[src/rtl/weight_stream_pkg.sv]
// -----------------------------------------------------------------------------
// weight_stream_pkg
// Shared types for the weight ROM stream controller.
//   state_t : controller FSM states (IDLE, RUN, DRAIN)
//   tag_t   : per-read tracker tag travelling alongside the ROM pipeline
//             {valid: a real read was issued, last: read was address DEPTH-1}
// -----------------------------------------------------------------------------
package weight_stream_pkg;

   typedef enum logic [1:0] {
      ST_IDLE  = 2'd0,
      ST_RUN   = 2'd1,
      ST_DRAIN = 2'd2
   } state_t;

   typedef struct packed {
      logic valid;
      logic last;
   } tag_t;

endpackage

[src/rtl/weight_stream_fifo.sv]
// -----------------------------------------------------------------------------
// weight_stream_fifo
// Show-ahead FIFO: the head entry is visible on head_data whenever head_valid
// is high; pop consumes it. Push and pop in the same cycle keep count unchanged.
// Ports:
//   clk, rst        clock, synchronous active-high reset
//   clear           synchronous flush (empties the FIFO)
//   push, push_data write one entry
//   pop             consume the head entry (only legal when head_valid)
//   head_data       current head entry
//   head_valid      FIFO not empty
//   count           number of stored entries (0..DEPTH)
// -----------------------------------------------------------------------------
module weight_stream_fifo #(
   parameter int WIDTH = 17,
   parameter int DEPTH = 4,
   localparam int PW   = (DEPTH > 1) ? $clog2(DEPTH) : 1,
   localparam int CW   = $clog2(DEPTH + 1)
) (
   input  logic             clk,
   input  logic             rst,
   input  logic             clear,
   input  logic             push,
   input  logic [WIDTH-1:0] push_data,
   input  logic             pop,
   output logic [WIDTH-1:0] head_data,
   output logic             head_valid,
   output logic [CW-1:0]    count
);

   logic [WIDTH-1:0] mem [DEPTH];
   logic [PW-1:0]    wr_ptr;
   logic [PW-1:0]    rd_ptr;

   function automatic logic [PW-1:0] next_ptr(input logic [PW-1:0] p);
      return (p == PW'(DEPTH - 1)) ? '0 : p + PW'(1);
   endfunction

   // NOTE: sequential state uses non-blocking (<=) so every register samples
   // pre-edge values; blocking (=) here would create order-dependent races.
   always_ff @(posedge clk) begin
      if (rst || clear) begin
         wr_ptr <= '0;
         rd_ptr <= '0;
         count  <= '0;
      end else begin
         if (push) wr_ptr <= next_ptr(wr_ptr);
         if (pop)  rd_ptr <= next_ptr(rd_ptr);
         case ({push, pop})
            2'b10:   count <= count + CW'(1);
            2'b01:   count <= count - CW'(1);
            default: count <= count;
         endcase
         // Upstream credit accounting must never let these fire.
         assert (!(push && !pop && (count == CW'(DEPTH))));
         assert (!(pop && (count == '0)));
      end
   end

   // NOTE: the storage array is deliberately not reset; only pointers and count
   // are, so it maps onto plain RAM/flop arrays without reset wiring.
   always_ff @(posedge clk) begin
      if (push) mem[wr_ptr] <= push_data;
   end

   assign head_data  = mem[rd_ptr];
   assign head_valid = (count != '0);

endmodule

[src/rtl/weight_rom_stream_ctrl.sv]
// -----------------------------------------------------------------------------
// weight_rom_stream_ctrl
// Sequences reads from a registered weight ROM (ROM_LATENCY cycles, ce-gated)
// and presents the words as a valid/ready stream. Addresses are issued only
// when the output FIFO is guaranteed room (stored + in-flight < FIFO_DEPTH), so
// the stream can stall arbitrarily without losing ROM data. A job makes
// max(num_passes,1) passes over addresses 0..DEPTH-1.
// Ports:
//   clk, rst        clock, synchronous active-high reset (aborts any job)
//   start           begin a job (sampled only in IDLE)
//   num_passes      pass count, latched on start (0 behaves as 1)
//   abort           (only with WEIGHT_STREAM_ABORT_EN) cancel job, no done
//   busy            job in progress (RUN or DRAIN)
//   done            one-cycle pulse after the final beat is accepted
//   rom_addr/rom_ce ROM read address and pipeline enable
//   rom_q           ROM read data
//   data_out*       show-ahead output stream (data, last-of-pass, valid)
//   data_out_ready  downstream ready
// Build option: define WEIGHT_STREAM_ABORT_EN to add the abort input.
// -----------------------------------------------------------------------------
module weight_rom_stream_ctrl
   import weight_stream_pkg::*;
#(
   parameter int DEPTH       = 32,
   parameter int DATA_WIDTH  = 16,
   parameter int ADDR_WIDTH  = $clog2(DEPTH) + 1,
   parameter int ROM_LATENCY = 2,
   parameter int FIFO_DEPTH  = 4,
   parameter int PASS_WIDTH  = 16
) (
   input  logic                  clk,
   input  logic                  rst,
   input  logic                  start,
   input  logic [PASS_WIDTH-1:0] num_passes,
`ifdef WEIGHT_STREAM_ABORT_EN
   input  logic                  abort,
`endif
   output logic                  busy,
   output logic                  done,
   output logic [ADDR_WIDTH-1:0] rom_addr,
   output logic                  rom_ce,
   input  logic [DATA_WIDTH-1:0] rom_q,
   output logic [DATA_WIDTH-1:0] data_out,
   output logic                  data_out_last,
   output logic                  data_out_valid,
   input  logic                  data_out_ready
);

   localparam int ICW = $clog2(ROM_LATENCY + 1);
   localparam int FCW = $clog2(FIFO_DEPTH + 1);

   state_t                  state;
   logic [ADDR_WIDTH-1:0]   addr;
   logic [PASS_WIDTH-1:0]   pass_cnt;
   logic [PASS_WIDTH-1:0]   passes;
   tag_t                    tag_sr [ROM_LATENCY];
   tag_t                    tail;
   logic [ICW-1:0]          inflight_count;
   logic [FCW-1:0]          fifo_count;
   logic [DATA_WIDTH:0]     head_data;
   logic                    head_valid;
   logic                    issue;
   logic                    addr_at_end;
   logic                    push;
   logic                    pop;
   logic                    flush;
   logic                    drain_clear;
   int                      fifo_next;
   int                      inflight_next;

`ifdef WEIGHT_STREAM_ABORT_EN
   assign flush = abort && busy;
`else
   assign flush = 1'b0;
`endif

   assign tail        = tag_sr[ROM_LATENCY-1];
   assign addr_at_end = (addr == ADDR_WIDTH'(DEPTH - 1));
   assign push        = busy && tail.valid;
   assign pop         = head_valid && data_out_ready;

   // NOTE: every always_comb output gets a default before any conditional
   // logic, so no path leaves a signal unassigned and no latch is inferred.
   always_comb begin
      inflight_count = '0;
      for (int i = 0; i < ROM_LATENCY; i++)
         inflight_count = inflight_count + ICW'(tag_sr[i].valid);
      // Registered counts only: a pop in this cycle earns no credit yet.
      issue = (state == ST_RUN) &&
              ((int'(fifo_count) + int'(inflight_count)) < FIFO_DEPTH);
      // Look one cycle ahead so done can be a registered pulse.
      fifo_next     = int'(fifo_count) + int'(push) - int'(pop);
      inflight_next = int'(inflight_count) - int'(tail.valid);
      drain_clear   = (fifo_next == 0) && (inflight_next == 0);
   end

   always_ff @(posedge clk) begin
      if (rst || flush) begin
         state    <= ST_IDLE;
         busy     <= 1'b0;
         done     <= 1'b0;
         addr     <= '0;
         pass_cnt <= '0;
         passes   <= '0;
      end else begin
         case (state)
            ST_IDLE: begin
               if (start) begin
                  state    <= ST_RUN;
                  busy     <= 1'b1;
                  addr     <= '0;
                  pass_cnt <= '0;
                  passes   <= (num_passes == '0) ? PASS_WIDTH'(1) : num_passes;
               end
            end
            ST_RUN: begin
               if (issue) begin
                  if (addr_at_end) begin
                     addr     <= '0;
                     pass_cnt <= pass_cnt + PASS_WIDTH'(1);
                     if (pass_cnt == passes - PASS_WIDTH'(1)) state <= ST_DRAIN;
                  end else begin
                     addr <= addr + ADDR_WIDTH'(1);
                  end
               end
            end
            ST_DRAIN: begin
               // done is raised one cycle early; the DRAIN cycle carrying it
               // is the last busy cycle.
               if (done) begin
                  state <= ST_IDLE;
                  busy  <= 1'b0;
                  done  <= 1'b0;
               end else if (drain_clear) begin
                  done <= 1'b1;
               end
            end
            default: begin
               state <= ST_IDLE;
               busy  <= 1'b0;
               done  <= 1'b0;
            end
         endcase
      end
   end

   // Tag shift register mirrors the ROM pipeline; it only moves when ce is high.
   always_ff @(posedge clk) begin
      if (rst || flush) begin
         for (int i = 0; i < ROM_LATENCY; i++) tag_sr[i] <= '{valid: 1'b0, last: 1'b0};
      end else if (busy) begin
         tag_sr[0] <= '{valid: issue, last: addr_at_end};
         for (int i = 1; i < ROM_LATENCY; i++) tag_sr[i] <= tag_sr[i-1];
      end
   end

   weight_stream_fifo #(
      .WIDTH (DATA_WIDTH + 1),
      .DEPTH (FIFO_DEPTH)
   ) u_fifo (
      .clk        (clk),
      .rst        (rst),
      .clear      (flush),
      .push       (push),
      .push_data  ({tail.last, rom_q}),
      .pop        (pop),
      .head_data  (head_data),
      .head_valid (head_valid),
      .count      (fifo_count)
   );

   assign rom_addr       = addr;
   assign rom_ce         = busy;
   assign data_out_valid = head_valid;
   assign data_out       = head_valid ? head_data[DATA_WIDTH-1:0] : '0;
   assign data_out_last  = head_valid && head_data[DATA_WIDTH];

endmodule

[config.mk]
export PLATFORM = sky130hd
export DESIGN_NAME = weight_rom_stream_ctrl
export DESIGN_NICKNAME = d
export VERILOG_FILES = /design/src/rtl/weight_stream_pkg.sv /design/src/rtl/weight_stream_fifo.sv /design/src/rtl/weight_rom_stream_ctrl.sv
export SDC_FILE = /design/constraint.sdc
export NUM_CORES = 1
export LEC_CHECK = 0
export CORE_MARGIN = 8
export CORE_UTILIZATION = 43
export DETAILED_ROUTE_END_ITERATION = 10
export GPL_TIMING_DRIVEN = 0
export SETUP_SLACK_MARGIN = 0.1
export SYNTH_ARGS = -nofsm -noshare
export SYNTH_HDL_FRONTEND = slang
export SYNTH_HIERARCHICAL = 1
export SYNTH_SLANG_ARGS = --single-unit
[constraint.sdc]
create_clock -name clk -period 4.47 [get_ports clk]
set_input_delay 0.6705 -clock clk [delete_from_list [all_inputs] [get_ports clk]]
set_output_delay 0.6705 -clock clk [all_outputs]
set_load 0.005 [all_outputs]
# Word level (Yosys, flattened, before mapping)

Memories as Yosys holds them, arrays and structs flattened. A register that Yosys moved wholly into a read port is not among the register bits.
Cells that the tools add are included.

Memories: 2
Bits of input ports: 36
Bits in writable memories: 72
Register bits: 49
Logic and storage cells: 94
Output and inout port bits: 27

Reductions and logical operators: 18
Equality and inequality tests: 13
Bitwise gates (word level): 3
$lt $le $gt $ge: 1
$add $sub $neg: 12
Multiplexer cells: 36

Memories:

| name       | words | width | rd ports | clocked after Yosys merged registers in | wr ports | RTL line                     | source |
|---|---|---|---|---|---|---|---|
| u_fifo.mem | 4     | 17    | 1        | 1                                       | 1        | weight_stream_fifo.sv:31     | `logic [WIDTH-1:0] mem [DEPTH];` |
| tag_sr     | 2     | 2     | 2        | 0                                       | 2        | weight_rom_stream_ctrl.sv:56 | `tag_t tag_sr [ROM_LATENCY];` |

Operators with widths:

| cell                    | number |
|---|---|
| $mux W16                | 5 |
| $logic_not A32 Y1       | 2 |
| $pmux W16 S2            | 1 |
| $mux W2                 | 11 |
| $mux W6                 | 3 |
| $add A16 B1 Y16 const B | 1 |
| $eq A16 B16 Y1          | 1 |
| $logic_not A16 Y1       | 1 |
| $sub A16 B1 Y16 const B | 1 |
| $pmux W6 S2             | 1 |
| $mux W1                 | 11 |
| $eq A2 B2 Y1 const B    | 4 |
| $ne A2 B2 Y1 const B    | 4 |
| $add A6 B1 Y6 const B   | 1 |
| $eq A6 B5 Y1 const B    | 1 |
| $pmux W2 S3             | 1 |
| $pmux W3 S2             | 1 |
| $reduce_and A3 Y1       | 2 |
| $logic_and A1 B1 Y1     | 5 |
| $reduce_and A5 Y1       | 1 |
| $sub A4 B1 Y5           | 1 |
| $add A2 B1 Y2 const B   | 2 |
| $add A3 B1 Y4           | 1 |
| $add A3 B2 Y4           | 1 |
| 17 further kinds        | 20 |

# Depth between registers and ports, before layout

Gate-level depths: netlist of the first run.
An unclocked memory read counts as a cell.

Depth after elaboration: 9
Gate-level depth with buffers: 11
Gate-level depth less buffers: 11

# By module

Netlist of the first run, hierarchy kept.

Modules (own cells, without submodules):

| module                 | instances | area each (sq um) | seq. area each (sq um) | cells an instance |
|---|---|---|---|---|
| weight_stream_fifo     | 1         | 2935.3            | 2222.1                 | 134 |
| weight_rom_stream_ctrl | 1         | 2758.9            | 960.9                  | 327 |

# Worst setup path before layout of the first run

OpenSTA, ideal clock, no wires.

Path type: register -> register
Start point: mem tag_sr[0][3] in the netlist's numbering
End point: reg pass_cnt[5]
Data required time: 4.342 ns
Arrival time: 2.379 ns
Setup time: 0.128 ns
Path buffers: 0
Setup slack: 1.963 ns
Stages on the path, launching flop included: 9
Period minus slack after synthesis: 2.507 ns
Cells stage by stage: edfxtp_1 -> ha_1 -> ha_1 -> a311oi_1 -> a21oi_1 -> nor3_1 -> and3_1 -> xnor2_1 -> nor2_1

RTL lines:

| element                | RTL line                      | source |
|---|---|---|
| start: declaration     | weight_rom_stream_ctrl.sv:56  |  |
| end signal: assignment | weight_rom_stream_ctrl.sv:120 | `pass_cnt <= pass_cnt + PASS_WIDTH'(1);` |
| end: declaration       | weight_rom_stream_ctrl.sv:54  | `logic [PASS_WIDTH-1:0] pass_cnt;` |

==> results_dict.tcl, run 1 <==
set metrics [dict create \
    crit_path_end_kind "flop" \
    cts_tree "built" \
    drive_gt1_share_pct 9.91 \
    syn_area_per_cell_um2 12.4 \
    clockPowerShare_pct 47.9 \
    cts_sinks 123 \
    p_sw_mw 0.604 \
    required_ps 4750 \
    rsz0062_at_grt "false" \
    dp_slack_ps 1310 \
    crit_start "tag_sr[0][3]$_SDFFCE_PN0P_" \
    path_class "reg2reg" \
    grt_antenna_before_repair 0 \
    fin_ws_ps 1290 \
    mostFrequentLayoutCells "edfxtp_1, clkdlybuf4s50_1, dfxtp_1" \
    netlist_instances 461 \
    fp.dieH_um 131 \
    area_growth_pct 25.1 \
    place_hpwl_mm 8.70 \
    ios 63 \
    max_cap_viol_count 0 \
    pwr-share-comb_pct 8.1 \
    whs_path_depth 2 \
    final_common_cell "edfxtp_1" \
    drv_slew 0 \
    num_rows 42 \
    ys_types 56 \
    min_from "rom_addr[1]$_SDFFE_PP0P_" \
    fin_skew_ps 7.49 \
    p_per_area_nw_per_um2 398 \
    internal_power_mw 2.23 \
    min_path_type "reg2reg" \
    num-nets-final 596 \
    post_cts_buffers 0 \
    insertion_delay_ps 410 \
    via_per_inst 5.35 \
    cts_buffer_depth 2 \
    drt-pass1-iter-count 4 \
    synth_edf_count 72 \
    portBuffers 62 \
    rr_worst_depth 8 \
    finalCriticalPeriod_ps 3180 \
    start_util_pct 43.5 \
    cts_inserted_buffers 17 \
    start_kind "flop" \
    routed_wl_mm 12.3 \
    ant_nets 0 \
    grt.total_usage_pct 15.3 \
    fin_util_pct 54.5 \
    htree_levels 4 \
    arrival_ps 3460 \
    p_seq_share_pct 44.0 \
    r2r_setup_slack_ps 1290 \
    die_area_um2 17200 \
    numPlacedInstances 699 \
    finalNonFillerCells 731 \
    setup_viol 0 \
    fin_tns_setup_ps 0 \
    core_region_area_um2 13100 \
    drcViolationCount 0 \
    syn_area_um2 5690 \
    finalHoldViolCount 0 \
    yosys_warnings 6 \
    synth_ff_type "edfxtp_1" \
    syn_nets 515 \
    ctsHoldBuffers 0 \
    synth-seq-cells 123 \
    leakage_nw 2.46 \
    regArea_um2 3180 \
    diodes 0 \
    worstPathMaxFanout 7 \
    wire_per_inst_um 16.8 \
    cts_root_buf "clkbuf_16" \
    slew_headroom_pct 36.2 \
    grt_pass1_vias 3915 \
    min_period_over_period_pct 71.2 \
    vias 3913 \
    worst_slew_pin_slew_ps 950 \
    die_w_um 131 \
    holdWs_ps 497 \
    post_cts_resized 0 \
    gp_congestion 0.828 \
    synthArstFlopShare_pct 0 \
    status "finished, final reports clean" \
    multiInputGateArea_um2 2350 \
    overflow 0 \
    drtIter0Drc 230 \
    cts.clk_slew.worst_paths_ps 50 \
    fill_cells 1118 \
    vdd_drop_max_mv 0.289 \
    fmax_ghz 0.314 \
    grt_pass1_wl_mm 19.8 \
    grt_max_degree 18 \
    sw_frac_of_total_pct 21.3 \
    ys_seq_area_share_pct 55.9 \
    r2r-start "tag_sr[0][3]$_SDFFCE_PN0P_" \
]
## kinds of logic after synthesis
| family | share of synthesized area, % |
|---|---|
| and+or+nand+nor | 15.7 |
| DFF | 55.9 |
| AOI/OAI and AO/OA | 7.14 |
| xor gates and xnor gates | 5.38 |
| buffers and inverters | 2.79 |
| muxes | 8.81 |
| adders and majority gates | 4.22 |
| other | 0.0659 |
## registers in the layout, summed over array words and instances (netlist names), 3 cells and up, named ones only
name,flops
u_fifo/mem,68
pass_cnt,16
passes,16
rom_addr,6
tag_sr,4
u_fifo/count,3
## worst paths after layout
kind / end
setup / recovery: pass_cnt[5]$_SDFFE_PP0P_
hold / removal: rom_addr[1]$_SDFFE_PP0P_
setup reg to reg: pass_cnt[5]$_SDFFE_PP0P_
hold reg to reg: rom_addr[1]$_SDFFE_PP0P_
## critical path, cell delays in order, from the launching register on
cell      delay [ps]
edfxtp_1         420
ha_1             230
ha_1             270
a311oi_1         590
a21oi_1          270
nor3_1           820
and3_1           280
xnor2_1          120
nor2_1            50
## power groups by stage
stage          logic [mW]  registers (mW)  clock network, mW
2_1_floorplan       0.143            1.26                  0
3_3_place_gp        0.226            1.27                  0
3_5_place_dp        0.230            1.27                  0
4_1_cts             0.232            1.25               1.39
5_1_grt             0.256            1.25               1.43
6_report            0.231            1.25               1.36
## stage by stage
step           power (mW)  area (um^2)
6_report             2.84         7130
5_1_grt              2.94         7130
4_1_cts              2.87         7130
3_5_place_dp         1.50         6540
3_3_place_gp         1.50         6540
2_1_floorplan        1.41         5690
## cell usage after synthesis (2+ instances only)
master | instances | area share [%]
o311ai_0 | 2 | 0.31
nor2_1 | 39 | 2.6
a22o_1 | 10 | 1.5
and2_1 | 22 | 2.4
nand4b_1 | 2 | 0.31
mux2_2 | 2 | 0.40
nand3_1 | 10 | 0.88
o22ai_1 | 2 | 0.22
clkbuf_1 | 13 | 0.86
o21ai_0 | 10 | 0.88
nor3b_1 | 6 | 0.79
mux2i_1 | 7 | 1.2
nand4_1 | 10 | 1.1
mux4_2 | 10 | 4.0
xor2_1 | 17 | 2.6
or2_2 | 4 | 0.44
dfxtp_1 | 51 | 18
a21oi_1 | 18 | 1.6
or3_1 | 8 | 0.88
fa_1 | 2 | 0.70
mux4_1 | 7 | 3.2
a311oi_1 | 2 | 0.31
a31oi_1 | 4 | 0.44
nor4_1 | 12 | 1.3
ha_1 | 16 | 3.5
and4_1 | 4 | 0.62
inv_1 | 15 | 0.99
nand2_1 | 20 | 1.3
xnor2_1 | 18 | 2.8
buf_2 | 3 | 0.26
and3_1 | 2 | 0.22
edfxtp_1 | 72 | 38
nor3_1 | 10 | 0.88
or4_1 | 3 | 0.40
nand2b_1 | 6 | 0.66
nand3b_1 | 2 | 0.26
## per-layer routing
layer | GRT usage [%] | vias to the layer above | wire length, um
met1 | 17.5 | 1924 | 5310
li1 | - | 1892 | -
met3 | 4.61 | 11 | 707
met4 | 6.95 | 0 | 148
met2 | 25.8 | 86 | 6150
met5 | 0 | - | 0
## cell type report
| cell class | count | area share [%] |
|---|---|---|
| well taps | 176 | 3.09 |
| inverters | 15 | 0.790 |
| multi-input cells | 304 | 33.0 |
| flip-flops and latches | 123 | 44.7 |
| repair buffers | 62 | 8.71 |
| clock buffers | 23 | 6.57 |
| clock inverters | 9 | 1.72 |
| plain buffers | 19 | 1.44 |
Note: power is estimated with default switching activity, not from simulation.
==> inputs of run 2 (changes only) <==
==> constraint.sdc (replaced) <==
create_clock -name clk -period 3.1 [get_ports clk]
set_input_delay 0.465 -clock clk [delete_from_list [all_inputs] [get_ports clk]]
set_output_delay 0.465 -clock clk [all_outputs]
set_load 0.005 [all_outputs]
==> run 2 against run 1 <==
Compared with the run above: power increased by 44%; cell area increased by 0.23%; wire length about the same; non-clock buffer count unchanged; register-to-register slack got worse by 960 ps; worst hold slack got worse by 0.88 ps; combinational power increased by 45%; critical path depth unchanged; via count about the same; maximum frequency increased by 15%; clock skew decreased by 1.2 ps; utilization increased by 0.12 points.
==> results_dict.tcl, run 2 (synthesis gave the netlist of run 1 again) <==
set metrics [dict create \
    arrival_ps 3060 \
    whs_path_depth 2 \
    fmax_ghz 0.360 \
    top_regs "u_fifo/mem x68, pass_cnt x16, passes x16" \
    largest_reg_flops 68 \
    overflow 0 \
    area_growth_pct 25.4 \
    cts_inserted_buffers 17 \
    start_util_pct 43.5 \
    portBuffers 62 \
    fill_cells 1113 \
    drt-pass1-iter-count 4 \
    grt_max_degree 18 \
    top_usage_layer "met2" \
    finalHoldViolCount 0 \
    worst_slew_pin_slew_ps 954 \
    clockPowerShare_pct 47.8 \
    num_rows 42 \
    fin_util_pct 54.6 \
    ctsHoldBuffers 0 \
    htree_levels 4 \
    rsz0062_at_grt "false" \
    vdd_drop_max_mv 0.417 \
    grt_pass1_vias 3912 \
    wire_per_inst_um 16.8 \
    cts_root_buf "clkbuf_16" \
    cts.clk_slew.worst_paths_ps 50 \
    num-nets-final 596 \
    path_class "reg2reg" \
    required_ps 3380 \
    setup_viol 0 \
    internal_power_mw 3.22 \
    diodes 0 \
    holdWs_ps 496 \
    vias 3911 \
    die_area_um2 17200 \
    leakage_nw 2.46 \
    grt_util_met3_pct 4.61 \
    drv_slew 0 \
    cts_tree "built" \
    met2_usage_pct 25.8 \
    slew_headroom_pct 36.4 \
    p_sw_mw 0.870 \
    cts_sinks 123 \
    insertion_delay_ps 410 \
    pwr-share-comb_pct 8.2 \
    worstPathMaxFanout 7 \
    place_hpwl_mm 8.70 \
    core_region_area_um2 13100 \
    rr_worst_depth 8 \
    status "finished, final reports clean" \
    grt_antenna_before_repair 0 \
    ant_nets 0 \
    routed_wl_mm 12.3 \
    final_common_cell "edfxtp_1" \
    grt.total_usage_pct 15.3 \
    max_cap_viol_count 0 \
    gp_congestion 0.828 \
    min_period_over_period_pct 89.5 \
    grt_pass1_wl_mm 19.8 \
    fin_skew_ps 6.27 \
    crit_path_end_kind "flop" \
    die_w_um 131 \
    start_kind "flop" \
    sw_frac_of_total_pct 21.3 \
    drtIter0Drc 226 \
    finalCriticalPeriod_ps 2770 \
    via_per_inst 5.35 \
    regMostFlops "u_fifo/mem" \
    fp.dieH_um 131 \
    ios 63 \
    drive_gt1_share_pct 10.3 \
    min_path_type "reg2reg" \
    p_seq_share_pct 44.0 \
    mostFrequentLayoutCells "edfxtp_1, clkdlybuf4s50_1, dfxtp_1" \
    cts_buffer_depth 2 \
    p_per_area_nw_per_um2 573 \
    drcViolationCount 0 \
    use_met1_pct 17.5 \
]
## run 2: cell counts in the layout (fill, tap and decap cells not counted)
No cell type changed its count.
## run 2: power by group through the flow
stage	Sequential (mW)	Combinational, mW	Clock, mW
2_1_floorplan	1.82	0.206	0
3_3_place_gp	1.83	0.326	0
3_5_place_dp	1.83	0.332	0
4_1_cts	1.80	0.336	2.00
5_1_grt	1.80	0.372	2.07
6_report	1.80	0.335	1.96
## run 2: path summary, 6_finish.rpt
| path | start | to | slack (ps) |
|---|---|---|---|
| setup reg to reg | tag_sr[0][3]$_SDFFCE_PN0P_ | pass_cnt[5]$_SDFFE_PP0P_ | 330 |
| hold reg to reg | rom_addr[1]$_SDFFE_PP0P_ | rom_addr[1]$_SDFFE_PP0P_ | 500 |
| setup / recovery | tag_sr[0][3]$_SDFFCE_PN0P_ | pass_cnt[5]$_SDFFE_PP0P_ | 330 |
| hold / removal | rom_addr[1]$_SDFFE_PP0P_ | rom_addr[1]$_SDFFE_PP0P_ | 500 |
## run 2: worst max-delay path, stage by stage, from the launching register on
cell and delay, ps:
edfxtp_1 420, ha_1 230, ha_1 270, a311oi_1 590, a21oi_1 310, nor3_4 430
and3_1 230, xnor2_1 120, nor2_1 50
## run 2: metrics by stage
step	TNS [ps]	instance area, um^2	cells	worst slack, ps	total power [mW]
2_1_floorplan	0	5690	461	593	2.03
3_3_place_gp	-2.55	6540	699	-2.55	2.16
3_5_place_dp	-168	6540	699	-62.9	2.16
4_1_cts	0	7140	731	206	4.13
5_1_grt	0	7140	731	113	4.24
6_report	0	7140	731	325	4.09
## run 2: final cells by class
cell class | count | area (um^2) | share of cell area, %
sequential | 123 | 3180 | 44.6
timing repair buffer | 62 | 621 | 8.69
inverter | 15 | 56.3 | 0.788
multi-input combinational | 304 | 2370 | 33.2
clock inverter | 9 | 123 | 1.72
clock buffer | 23 | 468 | 6.55
buffer | 19 | 103 | 1.44
tap | 176 | 220 | 3.08
## run 2: timing repair
| action | 4_1_cts | 5_1_grt |
|---|---|---|
| setup endpoints to repair | 7 | 5 |
| setup buffers | 0 | 0 |
| pin swaps | 0 | 0 |
| gates resized for setup | 2 | 1 |
## run 2: layer usage
layer / share of wire [%] / up-vias
met3: 5.6 / 13
met4: 1.3 / 0
met5: 0 / -
met1: 43 / 1926
met2: 50 / 78
li1: - / 1894
==> inputs of run 3 (changes only) <==
--- a/config.mk
+++ b/config.mk
@@ -7,6 +7,7 @@
 export LEC_CHECK = 0
 export CORE_MARGIN = 8
 export CORE_UTILIZATION = 43
+export CTS_BUF_LIST = sky130_fd_sc_hd__clkbuf_8
 export DETAILED_ROUTE_END_ITERATION = 10
 export GPL_TIMING_DRIVEN = 0
 export SETUP_SLACK_MARGIN = 0.1
==> run 3 against run 2 <==
Compared with the run above: non-clock buffer count did not move; clock power down 28%; combinational power is essentially flat; count of clock-buffer cells in the layout is 4 lower; cell count unchanged; critical path depth is the same; power down 13%; register-to-register slack improved by 30 ps; critical endpoint unchanged.
==> results_dict.tcl, run 3 (synthesis gave the netlist of run 1 again) <==
set metrics [dict create \
    cts_root_buf "clkbuf_8" \
    dpl-instance-area_um2 6540 \
    start_kind "flop" \
    drcViolationCount 0 \
    p_sw_mw 0.808 \
    worstPathMaxFanout 7 \
    p_seq_share_pct 50.7 \
    drt-pass1-iter-count 4 \
    setup_viol 0 \
    fin_ws_ps 360 \
    overflow 0 \
    finalHoldViolCount 0 \
    status "finished, final reports clean" \
    pwr-share-comb_pct 9.5 \
    drive_gt1_share_pct 10.3 \
    worst_slew_pin_slew_ps 950 \
    cts_sinks 123 \
    drtIter0Drc 243 \
    start_util_pct 43.5 \
    r2r_setup_slack_ps 360 \
    top_regs "u_fifo/mem x68, pass_cnt x16, passes x16" \
    insertion_delay_ps 440 \
    leakage_nw 2.39 \
    grt_max_degree 18 \
    dp_slack_ps -62.9 \
    grt_antenna_before_repair 0 \
    ctsHoldBuffers 0 \
    routed_wl_mm 12.2 \
    final_common_cell "edfxtp_1" \
    fp.dieH_um 131 \
    die_w_um 131 \
    wire_per_inst_um 16.7 \
    fin_skew_ps 9.99 \
    rsz0062_at_grt "false" \
    core_region_area_um2 13100 \
    sw_frac_of_total_pct 22.8 \
    grt_pass1_vias 3879 \
    fin_util_pct 53.1 \
    place_hpwl_mm 8.70 \
    required_ps 3410 \
    max_cap_viol_count 0 \
    vias 3884 \
    numPlacedInstances 699 \
    area_growth_pct 22.1 \
    gp_congestion 0.828 \
    ant_nets 0 \
    post_cts_buffers 0 \
    cts_buffer_depth 2 \
    die_area_um2 17200 \
    regMostFlops "u_fifo/mem" \
    crit_path_frequent_cell "ha_1" \
    critPathMaxStageDelay_ps 570 \
    internal_power_mw 2.74 \
    grt.total_usage_pct 15.1 \
    largest_reg_flops 68 \
    num_rows 42 \
    cts.clk_slew.worst_paths_ps 70 \
    clockPowerShare_pct 39.9 \
    path_cells "ha_1, ha_1, a311oi_1, a21oi_1, nor3_4, and3_1, xnor2_1, nor2_1" \
    path_class "reg2reg" \
    via_per_inst 5.31 \
    min_path_type "reg2reg" \
    finalCriticalPeriod_ps 2740 \
    min_period_over_period_pct 88.4 \
    slew_headroom_pct 36.7 \
    p_per_area_nw_per_um2 510 \
    htree_levels 4 \
    portBuffers 62 \
    fmax_ghz 0.365 \
    num-nets-final 596 \
    mostFrequentLayoutCells "edfxtp_1, clkdlybuf4s50_1, dfxtp_1" \
    cts_inserted_buffers 17 \
    finalNonFillerCells 731 \
    diodes 0 \
    grt_pass1_wl_mm 19.6 \
    postLayoutCellArea_um2 6950 \
    arrival_ps 3050 \
    vdd_drop_max_mv 0.257 \
    ios 63 \
    slowest_stage "a311oi_1" \
    crit_path_end_kind "flop" \
    path_buf_inv 0 \
    crit_family "compound AO/OA/AOI/OAI gates" \
    cts_tree "built" \
    drv_slew 0 \
]
run 3: changes by cell type in the layout (fill, tap and decap cells not counted):
cell | before | now
clkbuf_1 | 17 | 13
clkbuf_16 | 17 | 0
inv_1 | 15 | 19
clkbuf_8 | 2 | 19
run 3: repair_timing:
action	in CTS	in global routing
endpoints found under the setup margin	16	5
pin swaps	0	0
gates cloned	0	0
resized for setup	2	1
run 3: layer usage:
metal / up-vias / track usage (%) / routed length [um] / share of wire, %
met1: 1895 / 17.4 / 5230 / 43
met2: 84 / 25.6 / 6120 / 50
li1: 1892 / - / - / -
met4: 0 / 5.54 / 152 / 1.2
met3: 13 / 4.98 / 738 / 6.0
met5: - / 0 / 0 / 0
run 3: power groups by stage:
stage,Clock [mW],Combinational (mW),Sequential [mW]
floorplan,0,0.206,1.82
global placement,0,0.326,1.83
detailed placement,0,0.332,1.83
CTS,1.45,0.335,1.80
global route,1.52,0.372,1.80
finish,1.42,0.335,1.80
run 3: area by class of cell:
class / instances / area [um^2]
Fill cell: 1136 / 6130
Tap cell: 176 / 220
Multi-Input combinational cell: 304 / 2370
Clock inverter: 13 / 138
Sequential cell: 123 / 3180
Clock buffer: 19 / 262
Inverter: 15 / 56.3
Timing Repair Buffer: 62 / 621
Buffer: 19 / 103
run 3: tightest hold or removal path, delay by kind of cell, from the launching register on:
kind,cells,cell delay (ps)
DFF,1,330
AOI/OAI and AO/OA,1,50
and+or+nand+nor,1,60
run 3: stage by stage:
stage               power, mW  hold WS [ps]  TNS, ps
floorplan                2.03           459        0
global placement         2.16           474    -2.55
detailed placement       2.16           487     -168
CTS                      3.58           500        0
global route             3.69           516        0
finish                   3.55           498        0
run 3: worst paths after layout:
kind                               to  cells past startpoint                  startpoint
min          rom_addr[1]$_SDFFE_PP0P_                      2    rom_addr[1]$_SDFFE_PP0P_
min reg2reg  rom_addr[1]$_SDFFE_PP0P_                      2    rom_addr[1]$_SDFFE_PP0P_
max reg2reg  pass_cnt[5]$_SDFFE_PP0P_                      8  tag_sr[0][3]$_SDFFCE_PN0P_
max          pass_cnt[5]$_SDFFE_PP0P_                      8  tag_sr[0][3]$_SDFFCE_PN0P_
==> RTL edit 1 (settings of run 2) <==
Set the parameter `DATA_WIDTH` to 18 (it was 16).
--- a/src/rtl/weight_rom_stream_ctrl.sv
+++ b/src/rtl/weight_rom_stream_ctrl.sv
@@ -22,7 +22,7 @@
    import weight_stream_pkg::*;
 #(
    parameter int DEPTH       = 32,
-   parameter int DATA_WIDTH  = 16,
+   parameter int DATA_WIDTH  = 18,
    parameter int ADDR_WIDTH  = $clog2(DEPTH) + 1,
    parameter int ROM_LATENCY = 2,
    parameter int FIFO_DEPTH  = 4,
Ports: changed (resized data_out and rom_q); port bits go from 63 to 67. No check against the original RTL was run, so the function may have changed too.
==> RTL edit 1 against run 2 <==
  * Sequential power rose by 6%
  * Setup slack got worse by 81 ps
  * Total power down 2.1%
  * Die area is 4.3% higher
  * Highest routed layer unchanged
  * Hold slack better by 21 ps
  * Count of clock-buffer cells in the layout down 5
  * First-iteration DRC count shrank 46%
  * Final area is 4.0% higher
  * Synthesized area increased by 4.9%
  * Sequential cell count rose by 8
  * Combinational power shrank 6.9%
  * Wire length up 2.6%
==> RTL edit 1: results (changes against run 2) <==
- Outcome: finished clean (unchanged)
- CTS Sinks: 131 (was 123)
- Mux cell area share after synthesis: 8.565% (was 8.811%)
- Die area: 17920 um2 (was 17180 um2)
- Largest delay contributor family on the critical path: simple AND/OR/NAND/NOR gates (was compound AO/OA/AOI/OAI gates)
- Synth Area in Compound Gates: 6.555% (was 7.141%)
- Crit Reg-Reg Startpoint: u_fifo/count[2]$_SDFFE_PP0P_ (was tag_sr[0][3]$_SDFFCE_PN0P_)
- Hold Crit Start: pass_cnt[13]$_SDFFE_PP0P_ (was rom_addr[1]$_SDFFE_PP0P_)
- Post-synthesis adder-cell area fraction: 4.021% (was 4.219%)
- Seq area share: 46.14% (was 44.57%)
- Dpl cells: 718 (was 699)
- Via density: 5.259 (was 5.350)
- Most common library cells after synthesis: 80 x edfxtp_1, 51 x dfxtp_1, 34 x nor2_1, 26 x and2_1, 22 x a21oi_1 (was 72 x edfxtp_1, 51 x dfxtp_1, 39 x nor2_1, 22 x and2_1, 20 x nand2_1)
- Area after DPL: 6860 um2 (was 6535 um2)
- Worst reg2reg endpoint: done$_SDFFE_PP0N_ (was pass_cnt[5]$_SDFFE_PP0P_)
- Met1 Use GR: 16.24% (was 17.53%)
- Multi-Input Combinational: 303 (was 304)
- Post-DP HPWL: 9050 um (was 8698 um)
- Sequential area share after synthesis: 57.30% (was 55.90%)
- Top flop regs: u_fifo/mem: 76 flops, pass_cnt: 16 flops, passes: 16 flops (was u_fifo/mem: 68 flops, pass_cnt: 16 flops, passes: 16 flops)
- Worst slew margin: 29.32% (was 36.43%)
- First-pass GRT wire length: 20340 um (was 19750 um)
- Switching share of power: 23.57% (was 21.27%)
- Hold Path Sink: pass_cnt[13]$_SDFFE_PP0P_ (was rom_addr[1]$_SDFFE_PP0P_)
- Number of flops mapped to enable cells by yosys: 80 (was 72)
- # port buffers: 66 (was 62)
- Hold slack: 516.7 ps (was 495.8 ps)
- WL per Instance: 16.85 um (about the same)
- Sw Pwr: 0.9445 mW (was 0.8704 mW)
- Met3 Use GR: 4.263% (was 4.612%)
- Pin count of the biggest net entering global routing: 20 (was 18)
- Yosys cell types: 53 (was 56)
- Reg2Reg Depth: 12 (was 8)
- Vias in the first global route: 4033 (was 3912)
- R2R setup slack: 240 ps (was 330 ps)
- CP max stage delay: 400 ps (was 590 ps)
- Pre-CTS setup slack: -103.1 ps (was -62.90 ps)
- Met3 routed WL: 554 um (was 692 um)
- Met2 WL post-DR: 6547 um (was 6156 um)
- NonClk Buf Share: 10.36% (was 10.13%)
- Clock buffer cells: 18 (was 23)
- Layout cell share with drive strength beyond 1: 10.70% (was 10.27%)
- Met2 global-route usage: 25.83% (was 25.75%)
## RTL edit 1: changes by cell type after synthesis, sizes merged, moves of 4 or more
cell    delta
a21oi      +4
and2       +4
edfxtp     +8
inv        +5
nand3      -5
nor2       -5
nor2b      +4
nor3       +5
or3        +5
## RTL edit 1: how the worst max path moves through the flow
stage | cells past startpoint | end | from
3_3_place_gp | 12 | done$_SDFFE_PP0N_ | u_fifo/count[1]$_SDFFE_PP0P_
4_1_cts | 12 | done$_SDFFE_PP0N_ | u_fifo/count[2]$_SDFFE_PP0P_
5_1_grt | 12 | done$_SDFFE_PP0N_ | u_fifo/count[0]$_SDFFE_PP0P_
2_1_floorplan | 12 | done$_SDFFE_PP0N_ | u_fifo/count[0]$_SDFFE_PP0P_
3_5_place_dp | 12 | done$_SDFFE_PP0N_ | u_fifo/count[1]$_SDFFE_PP0P_
6_report | 12 | done$_SDFFE_PP0N_ | u_fifo/count[2]$_SDFFE_PP0P_
==> RTL edit 2 (config.mk and constraints of run 2) <==
Made on the original files. The 3 states of `state_t` get a one-hot encoding in 3 bits.
--- a/src/rtl/weight_stream_pkg.sv
+++ b/src/rtl/weight_stream_pkg.sv
@@ -7,10 +7,10 @@
 // -----------------------------------------------------------------------------
 package weight_stream_pkg;
 
-   typedef enum logic [1:0] {
-      ST_IDLE  = 2'd0,
-      ST_RUN   = 2'd1,
-      ST_DRAIN = 2'd2
+   typedef enum logic [2:0] {
+      ST_IDLE  = 3'b001,
+      ST_RUN   = 3'b010,
+      ST_DRAIN = 3'b100
    } state_t;
 
    typedef struct packed {
Behaviour: same outputs for any inputs over 10 cycles, from zero or initial values and one cycle with rst high; not proved beyond that.
==> RTL edit 2 against run 2 <==
  * Setup slack worse by 130 ps
  * Combinational power is 3% lower
  * Synthesized area is 1.1% higher
  * Count of clock-buffer cells in the layout is 6 lower
  * Sequential share of layout area is 0.48 points lower
  * Clock skew is 0.98 ps higher
  * Sequential cell count is 1 higher
  * Wire length is 4.4% lower
  * Via count is 4.6% lower
  * Synthesized cell count is 0.22% higher
  * Final area is 1.8% higher
  * Total power is 3.0% higher
  * Cell count is 0.41% higher
==> RTL edit 2: results (changes against run 2) <==
- Outcome: finished clean (unchanged)
- Reg2Reg Depth: 7 (was 8)
- Worst-Skew Late Latency: roughly 420 ps
- Vias: 3732 (was 3911)
- Synth Warn #: 6 (unchanged)
- Initial DRC count: 155 (was 226)
- Clock skew: 7.253 ps (was 6.275 ps)
- Initial antenna violation count: 0 (unchanged)
- Worst Hold Class: reg -> reg (unchanged)
- Sequential area share after synthesis: 55.66% (was 55.90%)
- Critical-path maximum fanout: 6 (was 7)
- Post-DP HPWL: 8404 um (was 8698 um)
- Pre-CTS setup slack: -379.0 ps (was -62.90 ps)
- TritonRoute pass-1 iters: 4 (unchanged)
- Final #Nets: 599 (was 596)
- XOR/XNOR Fraction of Synth Area: 6.545% (was 5.383%)
- First-pass GRT wire length: 19610 um (was 19750 um)
- # port buffers: 62 (unchanged)
- Most common library cells after synthesis: 72 x edfxtp_1, 52 x dfxtp_1, 45 x nor2_1, 27 x and2_1, 23 x xnor2_1 (was 72 x edfxtp_1, 51 x dfxtp_1, 39 x nor2_1, 22 x and2_1, 20 x nand2_1)
- Hold slack: 509.9 ps (was 495.8 ps)
- Worst-Margin Slew: 938.7 ps (was 953.5 ps)
- Worst reg2reg endpoint: pass_cnt[8]$_SDFFE_PP0P_ (was pass_cnt[5]$_SDFFE_PP0P_)
- Pin count of the biggest net entering global routing: 18 (unchanged)
- Post-route insts no fill: 734 (was 731)
- # resized after CTS: 7 (was 2)
- Mux cell area share after synthesis: 8.871% (was 8.811%)
- Area after DPL: 6595 um2 (was 6535 um2)
- Yosys cell types: 57 (was 56)
- Final WS setup: 198.2 ps (was 325.3 ps)
- Synth Area in Compound Gates: 5.545% (was 7.141%)
- Crit Path Category: reg -> reg (unchanged)
- Cts-stage hold buffer count: 0 (unchanged)
- WL per Instance: 16.04 um (was 16.85 um)
- Placer Congestion: 0.8314 (was 0.8276)
- Worst Path Arrival: 3250 ps (was 3060 ps)
- Post-synthesis adder-cell area fraction: 4.175% (was 4.219%)
- CTS root buf: clkbuf_16 (unchanged)
- Htree depth: 4 (unchanged)
- # setup viols final: 0 (unchanged)
- Syn Nets: 516 (was 515)
- Synth Instances: 462 (was 461)
- Vias in the first global route: 3806 (was 3912)
- Dpl cells: 700 (was 699)
- Max Root-Sink Buffers: 2 (unchanged)
- Maximum vdd ir drop: 0.0002894 V (was 0.0004169 V)
- Setup bufs post-CTS: 1 (was 0)
- Number of flops mapped to enable cells by yosys: 72 (unchanged)
- Top post-synthesis cells by area: edfxtp_1 38%, dfxtp_1 18%, mux4_2 3.9% (was edfxtp_1 38%, dfxtp_1 18%, mux4_2 4.0%)
- Tot GR Track Use: 14.21% (was 15.27%)
- # DRC: 0 (unchanged)
- Static Leak: 2.552 nW (was 2.461 nW)
- Layout cell share with drive strength beyond 1: 12.54% (was 10.27%)
- Crit Reg-Reg Startpoint: tag_sr[0][3]$_SDFFCE_PN0P_ (unchanged)
RTL edit 2: cell type report:
type | instances | area, um2
Clock inverter | 15 | 198.9
Tap cell | 176 | 220.2
Buffer | 17 | 95.09
Multi-Input combinational cell | 306 | 2431
Clock buffer | 17 | 425.4
Sequential cell | 124 | 3207
Timing Repair Buffer | 65 | 643.1
Inverter | 14 | 52.55
Fill cell | 1134 | 5864
RTL edit 2: power breakdown:
part / switching, mW / total (mW) / internal, mW
Combinational: 0.158 / 0.324 / 0.166
Sequential: 0.0332 / 1.81 / 1.77
Clock: 0.788 / 2.08 / 1.30
RTL edit 2: per-layer routing:
layer | global-route usage (%) | vias up | share of wire, %
met3 | 3.735 | 14 | 3.1
met1 | 16.85 | 1769 | 46
met4 | 6.063 | 0 | 1.7
li1 | - | 1879 | -
met2 | 23.91 | 70 | 49
met5 | 0 | - | 0
RTL edit 2: worst min-delay path by stage:
stage | to | depth (start not counted) | startpoint
2_1_floorplan | u_fifo/mem[0][16]$_DFFE_PP_ | 0 | tag_sr[0][2]$_SDFFCE_PN0P_
3_3_place_gp | done$_SDFFE_PP0P_ | 2 | done$_SDFFE_PP0P_
3_5_place_dp | passes[15]$_SDFFE_PP0P_ | 1 | passes[15]$_SDFFE_PP0P_
4_1_cts | passes[15]$_SDFFE_PP0P_ | 1 | passes[15]$_SDFFE_PP0P_
5_1_grt | done$_SDFFE_PP0P_ | 2 | done$_SDFFE_PP0P_
6_report | passes[15]$_SDFFE_PP0P_ | 1 | passes[15]$_SDFFE_PP0P_
RTL edit 2: worst max-delay path: stages, from the launching register on:
cell and delay, ps:
edfxtp_1 410, ha_1 210, ha_1 310, a311oi_4 390, a41oi_2 270, or4b_2 760, or3_1 340, a21oi_1 130
